`config.mk`:
```
export PLATFORM = sky130hd
export DESIGN_NAME = mmio_uart_ctrl
export DESIGN_NICKNAME = d
export VERILOG_FILES = /design/src/rtl/mmio_pkg.sv /design/src/rtl/mmio_sync_fifo.sv /design/src/rtl/mmio_uart_ctrl.sv
export SDC_FILE = /design/constraint.sdc
export NUM_CORES = 1
export LEC_CHECK = 0
export CORE_AREA = 10 10 145 147
export CTS_CLUSTER_DIAMETER = 120
export CTS_CLUSTER_SIZE = 30
export DETAILED_ROUTE_END_ITERATION = 6
export DIE_AREA = 0 0 155 157
export PLACE_DENSITY = 0.82
export SYNTH_ARGS = -nofsm -noshare
export SYNTH_HDL_FRONTEND = slang
export SYNTH_SLANG_ARGS = --single-unit
export TNS_END_PERCENT = 30
```
`constraint.sdc`:
```
create_clock -name clk -period 8.1 [get_ports clk]
set_input_delay 0.81 -clock clk [delete_from_list [all_inputs] [get_ports clk]]
set_output_delay 0.81 -clock clk [all_outputs]
set_load 0.005 [all_outputs]
```
`src/rtl/mmio_pkg.sv`:
```
// Shared register offsets, bit positions and decode struct for the MMIO UART controller.
package mmio_pkg;

  localparam logic [7:0] OFS_CTRL    = 8'h00;
  localparam logic [7:0] OFS_RX_DATA = 8'h04;
  localparam logic [7:0] OFS_TX_DATA = 8'h08;
  localparam logic [7:0] OFS_STATUS  = 8'h0C;
  localparam logic [7:0] OFS_CYCLE   = 8'h10;
  localparam logic [7:0] OFS_INSTR   = 8'h14;
  localparam logic [7:0] OFS_CNT_CLR = 8'h18;
  localparam logic [7:0] OFS_STK_CLR = 8'h1C;
  localparam logic [7:0] OFS_IE      = 8'h20;

  localparam int unsigned CTRL_TX_NOTFULL  = 0;
  localparam int unsigned CTRL_RX_NONEMPTY = 1;
  localparam int unsigned IE_RX            = 0;
  localparam int unsigned IE_TX            = 1;

  typedef struct packed {
    logic rx_pop;
    logic tx_push;
    logic cnt_clr;
    logic stk_clr;
  } mmio_dec_t;

endpackage

```
`src/rtl/mmio_sync_fifo.sv`:
```
// First-word-fall-through synchronous FIFO with occupancy count; push ignored when full,
// pop ignored when empty.
module mmio_sync_fifo #(
  parameter int unsigned W     = 8,
  parameter int unsigned DEPTH = 8
) (
  input  logic                     clk,
  input  logic                     rst,
  input  logic                     push,
  input  logic [W-1:0]             wdata,
  input  logic                     pop,
  output logic [W-1:0]             rdata,
  output logic                     full,
  output logic                     empty,
  output logic [$clog2(DEPTH):0]   count
);

  localparam int unsigned AW = $clog2(DEPTH);

  logic [W-1:0]  mem_q [DEPTH];
  logic [AW-1:0] wr_ptr_q, rd_ptr_q;
  logic [AW:0]   count_q;
  logic          do_push, do_pop;

  // Full is judged on the registered state, so a same-cycle pop never makes room.
  assign do_push = push & ~full;
  assign do_pop  = pop & ~empty;

  always_ff @(posedge clk) begin
    if (rst) begin
      wr_ptr_q <= '0;
      rd_ptr_q <= '0;
      count_q  <= '0;
    end else begin
      if (do_push) wr_ptr_q <= wr_ptr_q + 1'b1;
      if (do_pop)  rd_ptr_q <= rd_ptr_q + 1'b1;
      case ({do_push, do_pop})
        2'b10:   count_q <= count_q + 1'b1;
        2'b01:   count_q <= count_q - 1'b1;
        default: ;
      endcase
    end
  end

  always_ff @(posedge clk) begin
    if (do_push) mem_q[wr_ptr_q] <= wdata;
  end

  assign rdata = mem_q[rd_ptr_q];
  assign full  = (count_q == (AW+1)'(DEPTH));
  assign empty = (count_q == '0);
  assign count = count_q;

endmodule

```
`src/rtl/mmio_uart_ctrl.sv`:
```
// Buffered UART MMIO block with cycle/instret counters and registered load data.
// Define MMIO_IRQ_EN to add the interrupt-enable register at 0x20 and the irq output.
module mmio_uart_ctrl
  import mmio_pkg::*;
#(
  parameter int unsigned DATA_W   = 8,
  parameter int unsigned TX_DEPTH = 8,
  parameter int unsigned RX_DEPTH = 8,
  parameter int unsigned CNT_W    = 32
) (
  input  logic              clk,
  input  logic              rst,
  input  logic              cpu_sel,
  input  logic [7:0]        cpu_addr,
  input  logic              cpu_we,
  input  logic              cpu_re,
  input  logic [31:0]       cpu_wdata,
  output logic [31:0]       cpu_rdata,
  input  logic              inst_retire,
  output logic [DATA_W-1:0] uart_tx_data,
  output logic              uart_tx_valid,
  input  logic              uart_tx_ready,
  input  logic [DATA_W-1:0] uart_rx_data,
  input  logic              uart_rx_valid,
`ifdef MMIO_IRQ_EN
  output logic              irq,
`endif
  output logic              uart_rx_ready
);

  localparam int unsigned TX_CW = $clog2(TX_DEPTH) + 1;
  localparam int unsigned RX_CW = $clog2(RX_DEPTH) + 1;

  logic              ld, st;
  mmio_dec_t         dec;
  logic              tx_full, tx_empty, rx_full, rx_empty;
  logic [TX_CW-1:0]  tx_count;
  logic [RX_CW-1:0]  rx_count;
  logic [DATA_W-1:0] rx_head;
  logic [CNT_W-1:0]  cyc_q, inst_q;
  logic              tx_ovf_q, rx_unf_q, tx_ovf_d, rx_unf_d;
  logic [31:0]       rd_val;
  logic              unused_wdata;

  assign ld = cpu_sel & cpu_re;
  assign st = cpu_sel & cpu_we;

  always_comb begin
    dec         = '0;
    dec.rx_pop  = ld && (cpu_addr == OFS_RX_DATA);
    dec.tx_push = st && (cpu_addr == OFS_TX_DATA);
    dec.cnt_clr = st && (cpu_addr == OFS_CNT_CLR);
    dec.stk_clr = st && (cpu_addr == OFS_STK_CLR);
  end

  mmio_sync_fifo #(.W(DATA_W), .DEPTH(TX_DEPTH)) u_tx_fifo (
    .clk   (clk),
    .rst   (rst),
    .push  (dec.tx_push),
    .wdata (cpu_wdata[DATA_W-1:0]),
    .pop   (uart_tx_ready),
    .rdata (uart_tx_data),
    .full  (tx_full),
    .empty (tx_empty),
    .count (tx_count)
  );

  mmio_sync_fifo #(.W(DATA_W), .DEPTH(RX_DEPTH)) u_rx_fifo (
    .clk   (clk),
    .rst   (rst),
    .push  (uart_rx_valid),
    .wdata (uart_rx_data),
    .pop   (dec.rx_pop),
    .rdata (rx_head),
    .full  (rx_full),
    .empty (rx_empty),
    .count (rx_count)
  );

  assign uart_tx_valid = ~tx_empty;
  assign uart_rx_ready = ~rx_full;

  // A new event in the same cycle as the clear store leaves the flag set.
  assign tx_ovf_d = (tx_ovf_q & ~dec.stk_clr) | (dec.tx_push & tx_full);
  assign rx_unf_d = (rx_unf_q & ~dec.stk_clr) | (dec.rx_pop & rx_empty);

  always_ff @(posedge clk) begin
    if (rst) begin
      cyc_q    <= '0;
      inst_q   <= '0;
      tx_ovf_q <= 1'b0;
      rx_unf_q <= 1'b0;
    end else begin
      tx_ovf_q <= tx_ovf_d;
      rx_unf_q <= rx_unf_d;
      if (dec.cnt_clr) begin
        cyc_q  <= '0;
        inst_q <= '0;
      end else begin
        cyc_q <= cyc_q + 1'b1;
        if (inst_retire) inst_q <= inst_q + 1'b1;
      end
    end
  end

`ifdef MMIO_IRQ_EN
  logic [1:0] ie_q;

  always_ff @(posedge clk) begin
    if (rst) begin
      ie_q <= '0;
      irq  <= 1'b0;
    end else begin
      if (st && (cpu_addr == OFS_IE)) ie_q <= cpu_wdata[1:0];
      irq <= (ie_q[IE_RX] & ~rx_empty) | (ie_q[IE_TX] & tx_empty);
    end
  end
`endif

  always_comb begin
    rd_val = '0;
    case (cpu_addr)
      OFS_CTRL: begin
        rd_val[CTRL_RX_NONEMPTY] = ~rx_empty;
        rd_val[CTRL_TX_NOTFULL]  = ~tx_full;
      end
      OFS_RX_DATA: if (!rx_empty) rd_val = 32'(rx_head);
      OFS_STATUS:  rd_val = {16'(tx_count), 14'(rx_count), tx_ovf_q, rx_unf_q};
      OFS_CYCLE:   rd_val = 32'(cyc_q);
      OFS_INSTR:   rd_val = 32'(inst_q);
`ifdef MMIO_IRQ_EN
      OFS_IE:      rd_val = 32'(ie_q);
`endif
      default: ;
    endcase
  end

  always_ff @(posedge clk) begin
    if (rst)     cpu_rdata <= '0;
    else if (ld) cpu_rdata <= rd_val;
  end

  assign unused_wdata = ^cpu_wdata;

endmodule

```
==> impl_metrics.toml, run 1 <==
[setup_path]
worst_r2r_path_depth = 10
r2r_setup_slack_ps = 5230
worstSetupPathType = "in2reg"
reg2reg_from = "u_rx_fifo.count[0]"
slowest_stage = "clkdlybuf4s50_1"
cp.buffers_inverters = 1
start_kind = "input port"
required_ps = 8520
max_stage_delay_ps = 640
cp_max_fo = 10
crit_chain = "clkdlybuf4s50_1, or4b_4, nor2_4, or4b_1, ha_1, xor2_1, ha_1, a21oi_1, xor2_1, or3_1, a21oi_1"
cp_top_family = "simple AND/OR/NAND/NOR gates"
r2r-end = "u_rx_fifo.count[2]"
critPathArrivalTime_ps = 4210
cp-end-kind = "flip-flop"

[clock_network]
htree_levels = 1
clkTransAtPathRegs_ps = 110
cts_buffer_depth = 3
cts_root_buf = "clkbuf_16"
cts_tree = "built"
ctsHoldBuffers = 0
insertion_delay_ps = 490
cts_resized = 0
post_cts_buffers = 0
cts_made_buffers = 12
cts_sinks = 252

[detailed_routing]
antenna_left = 0
drt-met1-wl_um = 9550
top_layer = "met5"
dr.pass1.iters = 5
routed_wl_um = 22100
dr_wl_met2_um = 10800
drcViolationCount = 0
via_per_inst = 5.98
vias = 6939
drtIter0Drc = 549
post_drt_wl_per_cell_um = 19.0
wl_met3_um = 1390

[synthesis]
synth-seq-cells = 252
synth-async-reset-ratio_pct = 0
synth_most_common_cell = "edfxtp_1"
syn_avg_cell_area_um2 = 12.2
synth_largest_area_cell = "edfxtp_1"
syn-num-nets = 944
netlist_instances = 876
yosysTopAreaCellShare_pct = 35.8
synth.area.top_cells = "edfxtp_1 36%, dfxtp_1 23%, mux4_2 6.7%"
synth_ff_type = "edfxtp_1"
synth_common_cells = "128 x edfxtp_1, 124 x dfxtp_1, 116 x nor2_1, 56 x xor2_1, 44 x clkbuf_1"
synth_cell_types = 57
syn_area_mm2 = 0.0107
ys_warn_count = 0
synth_seq_area_share_pct = 59.0
synth-edff-count = 128

[cells_and_area]
multi_input_area_mm2 = 0.00418
drive_above_1_share_pct = 10.4
final_nets = 988
regArea_mm2 = 0.00633
syn_to_final_growth_pct = 11.8
fillers = 1339

[timing]
period_minus_slack_ps = 3790
setup_ws_ps = 4310
relSlewSlack_pct = 27.8
slew_violations = 0
worstMarginPinSlew_ps = 1080
finalHoldViolCount = 0
clock_skew_ps = 34.6
rsz0062_at_grt = "false"
finalSetupViolations = 0
max_freq_mhz = 264
finalCritPeriodShare_pct = 46.8
setup_tns_ps = 0

[grt]
grt_pass1_vias = 6585
grt_pass1_wl_um = 35100
grt_usage_pct = 17.6
grt_max_degree = 65
antenna_found_initial = 2
grt-ovfl-total = 0

[hold_path]
hold_path_end = "cpu_rdata[16]"
min_path_cells = 2
hold_start = "cpu_rdata[16]"
hp-class = "reg2reg"

[floorplanning]
die-area_mm2 = 0.0243
initial_core_util_pct = 58.5
ios = 98
rows = 50
die_y_um = 157
dieWidth_um = 155
core-area_mm2 = 0.0183

[power_and_ir_drop]
combPwrFrac_pct = 4.1
p_int_w = 0.00169
seqPwrFrac_pct = 63.5
p_leak_nw = 4.02
clkPwrFrac_pct = 32.4
vdd_drop_max_mv = 0.291
p_sw_share_pct = 21.0
power_density_mw_per_mm2 = 179
p_sw_w = 0.000450

[place]
gp_congestion = 0.808
pre_cts_ws_ps = 3820
port_buffers = 73
post-dp-hpwl_um = 14700

[flow_run]
maxCapViolations = 0

[status]
outcome = "complete, no violations"
flip-flops by register name, summed over array words and instances, names as in the netlist, named ones only:
signal	flops
u_tx_fifo.wr_ptr_q	3
u_rx_fifo.rd_ptr_q	3
cpu_rdata	32
tx_ovf_q	1
u_tx_fifo.rd_ptr_q	3
cyc_q	32
u_rx_fifo.mem_q	64
inst_q	32
rx_unf_q	1
u_tx_fifo.mem_q	64
u_rx_fifo.count	4
u_rx_fifo.wr_ptr_q	3
u_tx_fifo.count	4
how the worst max path moves through the flow:
stage / startpoint / end / cells after the start
6_report: cpu_addr[3] / u_tx_fifo.count[2] / 11
5_1_grt: cpu_addr[3] / u_tx_fifo.count[2] / 11
3_3_place_gp: cpu_addr[3] / u_tx_fifo.count[2] / 11
2_1_floorplan: cpu_addr[3] / u_tx_fifo.count[2] / 12
3_5_place_dp: cpu_addr[3] / u_tx_fifo.count[2] / 11
4_1_cts: flip-flop / uart_tx_data[6] / 3
worst min-delay path, stage by stage, from the launching register on:
cell and delay (ps):
dfxtp_1 350, nand2_1 50, o21ai_0 60
logic make-up (layout without fill, tap and decap cells):
logic type,Yosys count,after routing,share of synthesized area [%]
adder cells (fa/ha/maj),12,12,1.40
buffers and inverters,62,111,2.24
other,0,1,0
AO/OA/AOI/OAI,103,103,6.20
AND/OR/NAND/NOR,302,302,14.3
multiplexers,80,80,11.5
XOR/XNOR,65,65,5.31
flip-flops,252,252,59.0
power groups by stage:
stage          Clock, W  Sequential [W]  Combinational [W]
2_1_floorplan         0         0.00138          0.0000478
3_3_place_gp          0         0.00139          0.0000848
3_5_place_dp          0         0.00139          0.0000863
4_1_cts        0.000707         0.00136          0.0000875
5_1_grt        0.000748         0.00136          0.0000956
6_report       0.000695         0.00136          0.0000873
area by class of cell:
cell class,count,share of cell area [%]
diodes,1,0.0209
clock buffers,18,2.87
clock inverters,1,0.167
inverters,11,0.344
multi-input cells,562,34.9
flip-flops and latches,252,52.8
well taps,234,2.44
repair buffers,81,6.51
per-layer routing:
layer / track usage, % / up-vias
met3: 3.19 / 26
li1: - / 3310
met1: 23.4 / 3413
met4: 3.82 / 2
met2: 29.6 / 188
met5: 0 / -
layout by cell type, fill, tap and decap left out, drive strengths merged, types with 2 or more instances in the layout:
cell / Yosys / layout
clkbuf: 44 / 18
xor2: 56 / 56
inv: 11 / 12
nand3: 36 / 36
or4: 4 / 4
a21oi: 30 / 30
or3: 9 / 9
nand4: 20 / 20
a2111oi: 2 / 2
mux2: 29 / 29
nor2b: 4 / 4
o22ai: 2 / 2
or4b: 2 / 2
mux2i: 19 / 19
or2: 2 / 2
and2: 9 / 9
a211oi: 2 / 2
buf: 7 / 10
mux4: 32 / 32
nor3: 11 / 11
xnor2: 9 / 9
nor4: 3 / 3
o221ai: 4 / 4
nand2: 36 / 36
a22oi: 24 / 24
edfxtp: 128 / 128
ha: 12 / 12
o21ai: 24 / 24
nand3b: 2 / 2
a31oi: 2 / 2
dfxtp: 124 / 124
a22o: 2 / 2
o32a: 2 / 2
and4: 11 / 11
and3: 18 / 18
o21bai: 2 / 2
nor2: 117 / 117
nand4b: 3 / 3
nand2b: 11 / 11
clkdlybuf4s50: 0 / 71
per-stage QoR:
stage               power, W  utilization [%]  hold WS, ps  area (um^2)  cells
floorplan            0.00143                -          449        10700    876
global placement     0.00147             63.4          444        11600   1140
detailed placement   0.00148             63.4          455        11600   1140
CTS                  0.00216             65.4          481        12000   1159
global route         0.00221             65.4          509        12000   1159
finish               0.00214             65.4          479        12000   1160
Power figures use the tool's default switching activity.
==> run 2: changes to the inputs <==
CORE_AREA = 10 10 155 157   (was 10 10 145 147)
DIE_AREA = 0 0 165 167   (was 0 0 155 157)
PLACE_DENSITY = 0.75   (was 0.82)
clock period = 3.4 ns   (was 8.1 ns; I/O delays follow)
==> run 2 against run 1 <==
Compared with the run above: clock skew down 1.5 ps; cell area up 2.0%; sequential cell count unchanged; combinational power rose to 2.5 times the previous value; non-clock buffer count up 24; via count down 0.26%; critical path depth down 8; sequential share of layout area down 1.0 points; sequential power up 140%; core utilization down 6.7 points; hold slack worse by 260 ps; first-iteration DRC count down 18%.
==> impl_metrics.toml, run 2 (synthesized netlist as in run 1, its figures left out) <==
[place]
post-dp-hpwl_um = 15600
port_buffers = 73
gp_congestion = 0.802

[clock_network]
cts_tree = "built"
cts_resized = 0
cts_buffer_depth = 3
post_cts_buffers = 0
clkTransAtPathRegs_ps = 110
ctsHoldBuffers = 0
cts_made_buffers = 12
insertion_delay_ps = 490
htree_levels = 1
cts_root_buf = "clkbuf_16"
cts_sinks = 252

[setup_path]
required_ps = 3060
worst_r2r_path_depth = 10
critPathArrivalTime_ps = 2520
start_kind = "flip-flop"
cp_max_fo = 16
worstSetupPathType = "reg2out"
cp-end-kind = "output pin"

[timing]
finalHoldViolCount = 0
slew_violations = 0
setup_tns_ps = 0
period_minus_slack_ps = 2860
rsz0062_at_grt = "false"
relSlewSlack_pct = 38.8
finalSetupViolations = 0
worstMarginPinSlew_ps = 915
clock_skew_ps = 33.0
max_freq_mhz = 350
finalCritPeriodShare_pct = 84.1

[floorplanning]
die_y_um = 167
core-area_mm2 = 0.0208
rows = 53
dieWidth_um = 165
die-area_mm2 = 0.0276
ios = 98
initial_core_util_pct = 51.5

[grt]
grt_pass1_vias = 6805
grt-ovfl-total = 0
grt_usage_pct = 16.1
grt_pass1_wl_um = 36100
grt_max_degree = 65
antenna_found_initial = 0

[hold_path]
hp-class = "in2reg"
min_path_cells = 2

[detailed_routing]
via_per_inst = 5.65
drcViolationCount = 0
routed_wl_um = 22500
drtIter0Drc = 448
antenna_left = 0
post_drt_wl_per_cell_um = 18.4
vias = 6921
dr.pass1.iters = 5

[cells_and_area]
multi_input_area_mm2 = 0.00418
antenna_cells = 0
syn_to_final_growth_pct = 14.0
drive_above_1_share_pct = 12.6
final_nets = 1012
fillers = 1692
regArea_mm2 = 0.00633
fin_util_pct = 58.7
mostFrequentLayoutCell = "edfxtp_1"
layout_common_cells = "128 x edfxtp_1, 124 x dfxtp_1, 116 x nor2_1"
reg.largest.list = "u_rx_fifo.mem_q (64), u_tx_fifo.mem_q (64)"

[flow_run]
maxCapViolations = 0

[power_and_ir_drop]
power_density_mw_per_mm2 = 417
p_leak_nw = 4.15
vdd_drop_max_mv = 0.524

[status]
outcome = "complete, no violations"
-- run 2: power breakdown --
group / switching [W] / internal, W
Clock: 0.000913 / 0.000728
Combinational: 0.000125 / 0.0000935
Sequential: 0.0000241 / 0.00322
-- run 2: worst paths after layout --
check	startpoint	to	slack (ps)
setup / recovery	flip-flop	uart_tx_data[4]	540
hold / removal	rst	rx_unf_q	220
setup reg to reg	u_tx_fifo.count[0]	u_tx_fifo.count[2]	810
hold reg to reg	u_tx_fifo.wr_ptr_q[0]	u_tx_fifo.wr_ptr_q[0]	490
-- run 2: worst max-delay path, cell delays in order (launching register included) --
cell	delay, ps
dfxtp_1	840
mux4_2	450
mux2_2	300
clkdlybuf4s50_1	450
-- run 2: layout make-up --
cell class,count,area share [%]
well taps,275,2.81
multi-input cells,562,34.2
repair buffers,105,7.96
clock inverters,1,0.164
clock buffers,18,2.81
inverters,11,0.338
flip-flops and latches,252,51.7
-- run 2: layer usage --
metal  vias to the layer above  global-route usage (%)  wire length, um
met4                         0                    3.08              325
li1                       3358                       -                -
met5                         -                       0                0
met3                        19                    2.19              998
met1                      3414                    21.2             9840
met2                       130                    27.5            11300
-- run 2: stage by stage --
stage / hold WS [ps] / cells / instance area [um^2] / power (W) / worst slack [ps]
after floorplan: 439 / 876 / 10700 / 0.00341 / 445
after global placement: 466 / 1205 / 11900 / 0.00352 / 99.7
after detailed placement: 474 / 1205 / 11900 / 0.00353 / 76.0
after CTS: 207 / 1224 / 12200 / 0.00516 / 490
after global routing: 221 / 1224 / 12200 / 0.00527 / 446
final: 216 / 1224 / 12200 / 0.00510 / 540
